`src/rtl/dadda_divider_8by4.sv`:
```
// Restoring divider 8/4 (inverse of the 4x4 Dadda multiplier): quotient and remainder, one quotient bit per clock.
// Latency: done after start edge N+8; b==0 (and a<b when DADDA_DIV_EARLY_EXIT_EN is defined) after N+1. start is ignored while busy/done.
module dadda_divider_8by4 #(
  parameter int DW = 8,
  parameter int VW = 4
) (
  input  logic          clk,
  input  logic          rst_n,
  input  logic          start,
  input  logic [DW-1:0] a,
  input  logic [VW-1:0] b,
  output logic          busy,
  output logic          done,
  output logic [DW-1:0] quotient,
  output logic [VW-1:0] remainder,
  output logic          div_by_zero
);

  localparam int CW = $clog2(DW);

  typedef enum logic [1:0] {IDLE, CALC, DONE} state_t;

  state_t        state;
  logic [DW-1:0] dvd;
  logic [VW-1:0] dvs;
  logic [VW:0]   p;
  logic [CW-1:0] cnt;
  logic          short_op;

  logic [VW:0]   p_sh;
  logic [VW:0]   p_nx;
  logic          q_bit;
  logic [DW-1:0] dvd_nx;
  logic          skip;
  logic          dvs_zero;

  always_comb begin
    p_sh     = {p[VW-1:0], dvd[DW-1]};
    q_bit    = (p_sh >= {1'b0, dvs});
    p_nx     = q_bit ? (p_sh - {1'b0, dvs}) : p_sh;
    dvd_nx   = {dvd[DW-2:0], q_bit};
    dvs_zero = (dvs == '0);
`ifdef DADDA_DIV_EARLY_EXIT_EN
    skip     = (b == '0) || (a < {{(DW-VW){1'b0}}, b});
`else
    skip     = (b == '0);
`endif
  end

  // The dividend register doubles as the quotient register: each shift
  // pushes one dividend bit out and one quotient bit in at the LSB.
  always_ff @(posedge clk) begin
    if (!rst_n) begin
      state       <= IDLE;
      busy        <= 1'b0;
      done        <= 1'b0;
      quotient    <= '0;
      remainder   <= '0;
      div_by_zero <= 1'b0;
      cnt         <= '0;
      p           <= '0;
      dvd         <= '0;
      dvs         <= '0;
      short_op    <= 1'b0;
    end else begin
      done <= 1'b0;
      case (state)
        IDLE: begin
          if (start) begin
            dvd         <= a;
            dvs         <= b;
            p           <= '0;
            div_by_zero <= 1'b0;
            short_op    <= skip;
            cnt         <= skip ? '0 : CW'(DW - 1);
            busy        <= 1'b1;
            state       <= CALC;
          end
        end
        CALC: begin
          // Short operations spend a single edge here so done lands at N+1.
          if (short_op) begin
            quotient    <= dvs_zero ? '1 : '0;
            remainder   <= dvd[VW-1:0];
            div_by_zero <= dvs_zero;
            busy        <= 1'b0;
            done        <= 1'b1;
            state       <= DONE;
          end else begin
            p   <= p_nx;
            dvd <= dvd_nx;
            if (cnt == '0) begin
              quotient  <= dvd_nx;
              remainder <= p_nx[VW-1:0];
              busy      <= 1'b0;
              done      <= 1'b1;
              state     <= DONE;
            end else begin
              cnt <= cnt - 1'b1;
            end
          end
        end
        DONE:    state <= IDLE;
        default: state <= IDLE;
      endcase
    end
  end

endmodule

```
`config.mk`:
```
export PLATFORM = sky130hd
export DESIGN_NAME = dadda_divider_8by4
export DESIGN_NICKNAME = d
export VERILOG_FILES = /design/src/rtl/dadda_divider_8by4.sv
export SDC_FILE = /design/constraint.sdc
export NUM_CORES = 1
export LEC_CHECK = 0
export CAP_MARGIN = 20
export CORE_AREA = 3 3 80 82
export CTS_CLUSTER_DIAMETER = 60
export DETAILED_ROUTE_END_ITERATION = 8
export DIE_AREA = 0 0 83 85
export PLACE_DENSITY = 0.64
export SYNTH_ARGS = -nofsm -noshare
export SYNTH_HDL_FRONTEND = slang
export SYNTH_SLANG_ARGS = --single-unit
```
`constraint.sdc`:
```
create_clock -name clk -period 1.6 [get_ports clk]
set_input_delay 0.32 -clock clk [delete_from_list [all_inputs] [get_ports clk]]
set_output_delay 0.32 -clock clk [all_outputs]
set_load 0.02 [all_outputs]
```
==> reports/results.ini, run 1 <==
[outcome]
status=complete, but fails checks
violations=negative setup slack

[timing]
post-route-period-util_pct=103
rsz0062_at_grt=true
layout_setup_ws_ns=-0.0448
finalSetupTns_ns=-0.0691
hold_ws_ns=0.459
setup_viol_count_final=3
skew_ns=0.00406
drv_slew=0
worst_slew_pin_slew_ns=0.325
finalCriticalPeriod_ns=1.64
clock.fmax_mhz=608
max_slew_margin_pct=78.3
finalHoldViolCount=0

[logic_synthesis]
synthCells=213
yosysSeqAreaShare_pct=41.4
async_reset_ff_share_pct=0
synth_area_um2=1790
yosys_warnings=0
synth_area_per_cell_um2=8.40
synth_edf_count=0
ys.flop_type=dfxtp_1
synth_nets=235
yosysTopAreaCellShare_pct=41.4
yosysTopAreaCell=dfxtp_1
synthTopCellsByArea=dfxtp_1, nand2_1, o21ai_0
synth_seq_cells=37
ys_types=42

[power_and_ir_drop]
p_leak_nw=1.18
peakVddDrop_v=0.000535
report.power.total_w=0.00286
powerDensity_nw_per_um2=1050

[drt]
drc_errors=0
drt_iter0_drc=54
routed_wl_um=4730
antenna_left=0
wire_per_inst_um=13.4
drtPass1Iterations=4
drt-vias-per-instance=4.70
vias=1659

[clocking]
clk_latency_ns=0.29
cts.sinks=37
cts_buffers=5
tritoncts=built
root_buffer=clkbuf_8
clockBufferDepth=2
htreeDepth=2
clk_pin_slew_ns=0.07

[place]
place_congestion=0.845
dp_hpwl_um=3310
port_buffers=29
post_dp_cell_area_um2=2390

[finish]
syn2layout_area_growth_pct=51.6
layout_common_cells=buf_4, dfxtp_1, nand2_1, clkdlybuf4s50_1, nor2_1
diodes=0
drive_gt1_share_pct=29.9
layout_commonest_cell=buf_4
utilization_pct=46.6
fin_nets=300
fin_area_um2=2710

[die]
die-area_um2=7060
dieWidth_um=83
die_h_um=85
io_pins=30
start_util_pct=30.8
core_area_um2=5820
rows=28

[critical_path]
crit_arrival_ns=1.87
cp_data_required_time_ns=1.83
start_kind=register
r2r_cells=7
slowest_stage=dfxtp_2
end_kind=register
rrSetupSlack_ns=-0.04
slowest_delay_ns=0.34
crit_fanout=2
crit_type=reg -> reg
crit_chain=inv_2 -> ha_4 -> nand4_1 -> and3b_1 -> a211o_1 -> o21a_1 -> a21oi_2

[global_routing]
grt_pass1_vias=1727
gr-total-overflow=0
grt_first_pass_wirelength_um=8100
grt_max_degree=20
antenna_found_initial=0
grt_usage_pct=14.0

[run]
cap_violations=0

[min_path]
hp-class=reg -> reg
hold_depth=2

## what timing repair did
item / CTS / global route
buffers inserted: 1 / 5
setup endpoints to repair: 13 / 22
pin swaps: 14 / 16
gates resized for setup: 27 / 29
endpoints found under the hold margin: 0 / 0
hold buffers: 0 / 0
## cell usage after synthesis (all sizes together), types with 2 or more instances
cell,instances
dfxtp,37
nand2,28
nor2,23
o21ai,21
a21oi,11
inv,9
nand3,8
nor2b,8
o211a,8
buf,7
a21boi,6
ha,6
and2,4
clkbuf,4
nand2b,4
mux2i,3
a211o,2
a31oi,2
nand4,2
nor3,2
nor3b,2
nor4,2
## flip-flops by register name, indices dropped and copies added (netlist names)
name / flops
dvs: 4
short_op: 1
done: 1
dvd: 8
p: 4
div_by_zero: 1
remainder: 4
state: 2
quotient: 8
busy: 1
cnt: 3
## per-stage QoR
step	cells	worst slack, ns
after global routing	353	-0.153
after CTS	348	-0.0130
final	353	-0.0448
after global placement	340	-0.0876
after floorplan	213	0.0145
after detailed placement	340	-0.142
## cells by family (layout without fill, tap and decap cells)
family                     after synthesis  in the layout  share of synthesized area [%]
adders and majority gates                7              7                           5.31
AOI/OAI and AO/OA                       60             60                           23.1
xor gates and xnor gates                 1              1                          0.490
muxes                                    3              3                           1.68
DFF                                     37             37                           41.4
buffers and inverters                   20             85                           4.83
and+or+nand+nor                         85             85                           23.1
## routing by layer
layer / routed length, um / GRT usage, %
met2: 2230 / 24.1
met4: 63 / 4.90
met5: 0 / 0
met3: 152 / 3.79
met1: 2290 / 17.0
## worst paths after layout
check,startpoint,endpoint
setup / recovery,dvs[1]$_SDFFE_PN0P_,remainder[3]$_SDFFE_PN0P_
hold / removal,cnt[1]$_SDFFE_PN0P_,cnt[1]$_SDFFE_PN0P_
setup reg to reg,dvs[1]$_SDFFE_PN0P_,remainder[3]$_SDFFE_PN0P_
hold reg to reg,cnt[1]$_SDFFE_PN0P_,cnt[1]$_SDFFE_PN0P_
## area by class of cell
| class | instances | area, um^2 |
|---|---|---|
| fillers | 581 | 3100 |
| multi-input cells | 156 | 1120 |
| flip-flops and latches | 37 | 749 |
| repair buffers | 69 | 628 |
| well taps | 75 | 93.8 |
| clock buffers | 7 | 86.3 |
| inverters | 9 | 33.8 |
## critical path, delay by kind of cell (launching register included)
family / cells / cell delay (ns)
compound gates: 3 / 0.59
fa+ha+maj: 1 / 0.28
buf+inv: 1 / 0.06
flops: 1 / 0.34
simple gates: 2 / 0.33
## report_power, final
group	total [W]	internal, W	switching [W]
clock	0.000652	0.000342	0.000311
sequential	0.00110	0.00102	0.0000753
combinational	0.00111	0.000578	0.000531
No activity file was read; power rests on OpenSTA's default activity.
==> inputs of run 2 (changes only) <==
--- a/config.mk
+++ b/config.mk
@@ -11,6 +11,7 @@
 export DETAILED_ROUTE_END_ITERATION = 8
 export DIE_AREA = 0 0 83 85
 export PLACE_DENSITY = 0.64
+export RECOVER_POWER = 25
 export SYNTH_ARGS = -nofsm -noshare
 export SYNTH_HDL_FRONTEND = slang
 export SYNTH_SLANG_ARGS = --single-unit
==> reports/results.ini, run 2 (synthesized netlist as in run 1, its figures left out) <==
[global_routing]
gr-total-overflow=0  ; unchanged
grt_max_degree=20  ; unchanged
grt_first_pass_wirelength_um=8100  ; unchanged
antenna_found_initial=0  ; unchanged
grt_pass1_vias=1727  ; unchanged
grt_usage_pct=14.0  ; unchanged

[timing]
layout_setup_ws_ns=-0.0453  ; -0.000471 ns
max_slew_margin_pct=78.3  ; +0.082 points
setup_viol_count_final=2  ; -1
post-route-period-util_pct=103  ; about the same
worst_slew_pin_slew_ns=0.324  ; -0.00122 ns
rsz0062_at_grt=true
finalHoldViolCount=0  ; unchanged
skew_ns=0.00410  ; +0.0000310 ns
clock.fmax_mhz=608  ; about the same
finalSetupTns_ns=-0.0683  ; +0.000793 ns
drv_slew=0  ; unchanged
finalCriticalPeriod_ns=1.65  ; +0.000471 ns

[drt]
drt-vias-per-instance=4.73  ; +0.66%
drc_errors=0  ; unchanged
antenna_left=0  ; unchanged
drt_iter0_drc=40  ; -26%
vias=1670  ; +0.66%
routed_wl_um=4730  ; about the same
wire_per_inst_um=13.4  ; about the same
drtPass1Iterations=4  ; unchanged

[outcome]
status=complete, but fails checks
violations=negative setup slack

[power_and_ir_drop]
pwr-share-seq_pct=38.8  ; +0.4 points
power.clock.fraction_pct=23.1  ; +0.3 points
combPwrFrac_pct=38.1  ; -0.7 points
swShare_pct=32.3  ; +0.21 points
powerDensity_nw_per_um2=1060  ; +0.81%
p_leak_nw=1.11  ; -5.5%
power.internal_w=0.00192  ; -1.2%
peakVddDrop_v=0.000534  ; -0.10%
p_sw_w=0.000915  ; -0.22%

[critical_path]
start_kind=register
rrSetupSlack_ns=-0.05  ; about the same
cp_data_required_time_ns=1.83  ; about the same
end_kind=register
crit_arrival_ns=1.88  ; about the same
crit_fanout=3  ; +1
crit_type=reg -> reg
r2r_cells=7  ; unchanged

[clocking]
tritoncts=built
clockBufferDepth=2  ; unchanged
cts_buffers=5  ; unchanged
postCtsHoldBufs=0  ; unchanged
clk_pin_slew_ns=0.07  ; about the same
htreeDepth=2  ; unchanged
root_buffer=clkbuf_8
clk_latency_ns=0.29  ; about the same
cts.sinks=37  ; unchanged

[finish]
layout.area.seq_um2=749  ; unchanged
fin_area_um2=2670  ; -1.7%
diodes=0  ; unchanged
multi_input_area_um2=1120  ; -0.34%
fin_nets=300  ; unchanged
layout_common_cells=buf_4, dfxtp_1, nand2_1, clkdlybuf4s50_1, nor2_1
largestRegisters=dvd (8), quotient (8)
fill_cells=593  ; +2.1%
layout_commonest_cell=buf_4
utilization_pct=45.9  ; -0.77 points
syn2layout_area_growth_pct=49.1
drive_gt1_share_pct=29.5  ; -0.36 points

[die]
dieWidth_um=83  ; unchanged
die-area_um2=7060  ; unchanged
rows=28  ; unchanged
core_area_um2=5820  ; unchanged
die_h_um=85  ; unchanged
start_util_pct=30.8  ; unchanged
io_pins=30  ; unchanged

[place]
place_congestion=0.845  ; unchanged
post_dp_cell_area_um2=2390  ; unchanged
port_buffers=29  ; unchanged
dp_hpwl_um=3310  ; unchanged
post-place-ws_ns=-0.142  ; unchanged

[min_path]
hold_depth=2  ; unchanged
hp-class=reg -> reg

[run]
cap_violations=0  ; unchanged

==> run 2: cell count changes in the layout (fill, tap and decap cells not counted) <==
cell / before / now
dlymetal6s2s_1: 3 / 0
clkbuf_1: 1 / 4
a21oi_2: 2 / 1
buf_12: 1 / 0
a21oi_1: 7 / 8
clkbuf_2: 0 / 1
==> run 2: metrics by stage <==
step / power [W] / hold WS, ns / instances
floorplan: 0.00158 / 0.426 / 213
global placement: 0.00195 / 0.441 / 340
detailed placement: 0.00196 / 0.454 / 340
CTS: 0.00274 / 0.462 / 348
global route: 0.00302 / 0.487 / 353
finish: 0.00284 / 0.459 / 353
==> run 2: final timing paths <==
check | startpoint | to
max | dvs[3]$_SDFFE_PN0P_ | remainder[3]$_SDFFE_PN0P_
min | cnt[1]$_SDFFE_PN0P_ | cnt[1]$_SDFFE_PN0P_
min reg2reg | cnt[1]$_SDFFE_PN0P_ | cnt[1]$_SDFFE_PN0P_
max reg2reg | dvs[3]$_SDFFE_PN0P_ | remainder[3]$_SDFFE_PN0P_
==> run 2: power by group through the flow <==
stage	registers (W)	logic, W	clock network (W)
floorplan	0.00114	0.000442	0
global placement	0.00111	0.000841	0
detailed placement	0.00111	0.000852	0
CTS	0.00110	0.000975	0.000674
global route	0.00111	0.00118	0.000731
finish	0.00110	0.00108	0.000655
==> run 2: layout make-up <==
type	count	share of cell area, %
clock buffer	7	3.24
inverter	9	1.27
multi-input combinational	156	41.9
sequential	37	28.1
tap	75	3.52
timing repair buffer	69	22.0
==> run 2: what timing repair did <==
item,in CTS,in global routing
pin swaps,14,16
resized for setup,27,29
setup buffers,1,5
endpoints found under the setup margin,13,22
==> run 2: critical path, cell delays in order, from the launching register on <==
cell and delay (ns):
dfxtp_2 0.33, inv_2 0.05, ha_4 0.28, nand4_1 0.13, and3b_1 0.21, a211o_1 0.26, o21a_1 0.22, a21oi_2 0.11
==> run 2: metal layers <==
layer / GRT usage (%) / wire length (um) / vias up / share of wire (%)
li1: - / - / 871 / -
met1: 17.0 / 2260 / 760 / 48
met2: 24.1 / 2230 / 30 / 47
met3: 3.79 / 182 / 9 / 3.8
met4: 4.90 / 59 / 0 / 1.2
met5: 0 / 0 / - / 0
==> inputs of run 3 (changes only) <==
--- a/config.mk
+++ b/config.mk
@@ -15,3 +15,4 @@
 export SYNTH_ARGS = -nofsm -noshare
 export SYNTH_HDL_FRONTEND = slang
 export SYNTH_SLANG_ARGS = --single-unit
+export TNS_END_PERCENT = 100
==> results of run 3 <==
The final DEF is identical to that of run 2; final timing and power are the same.
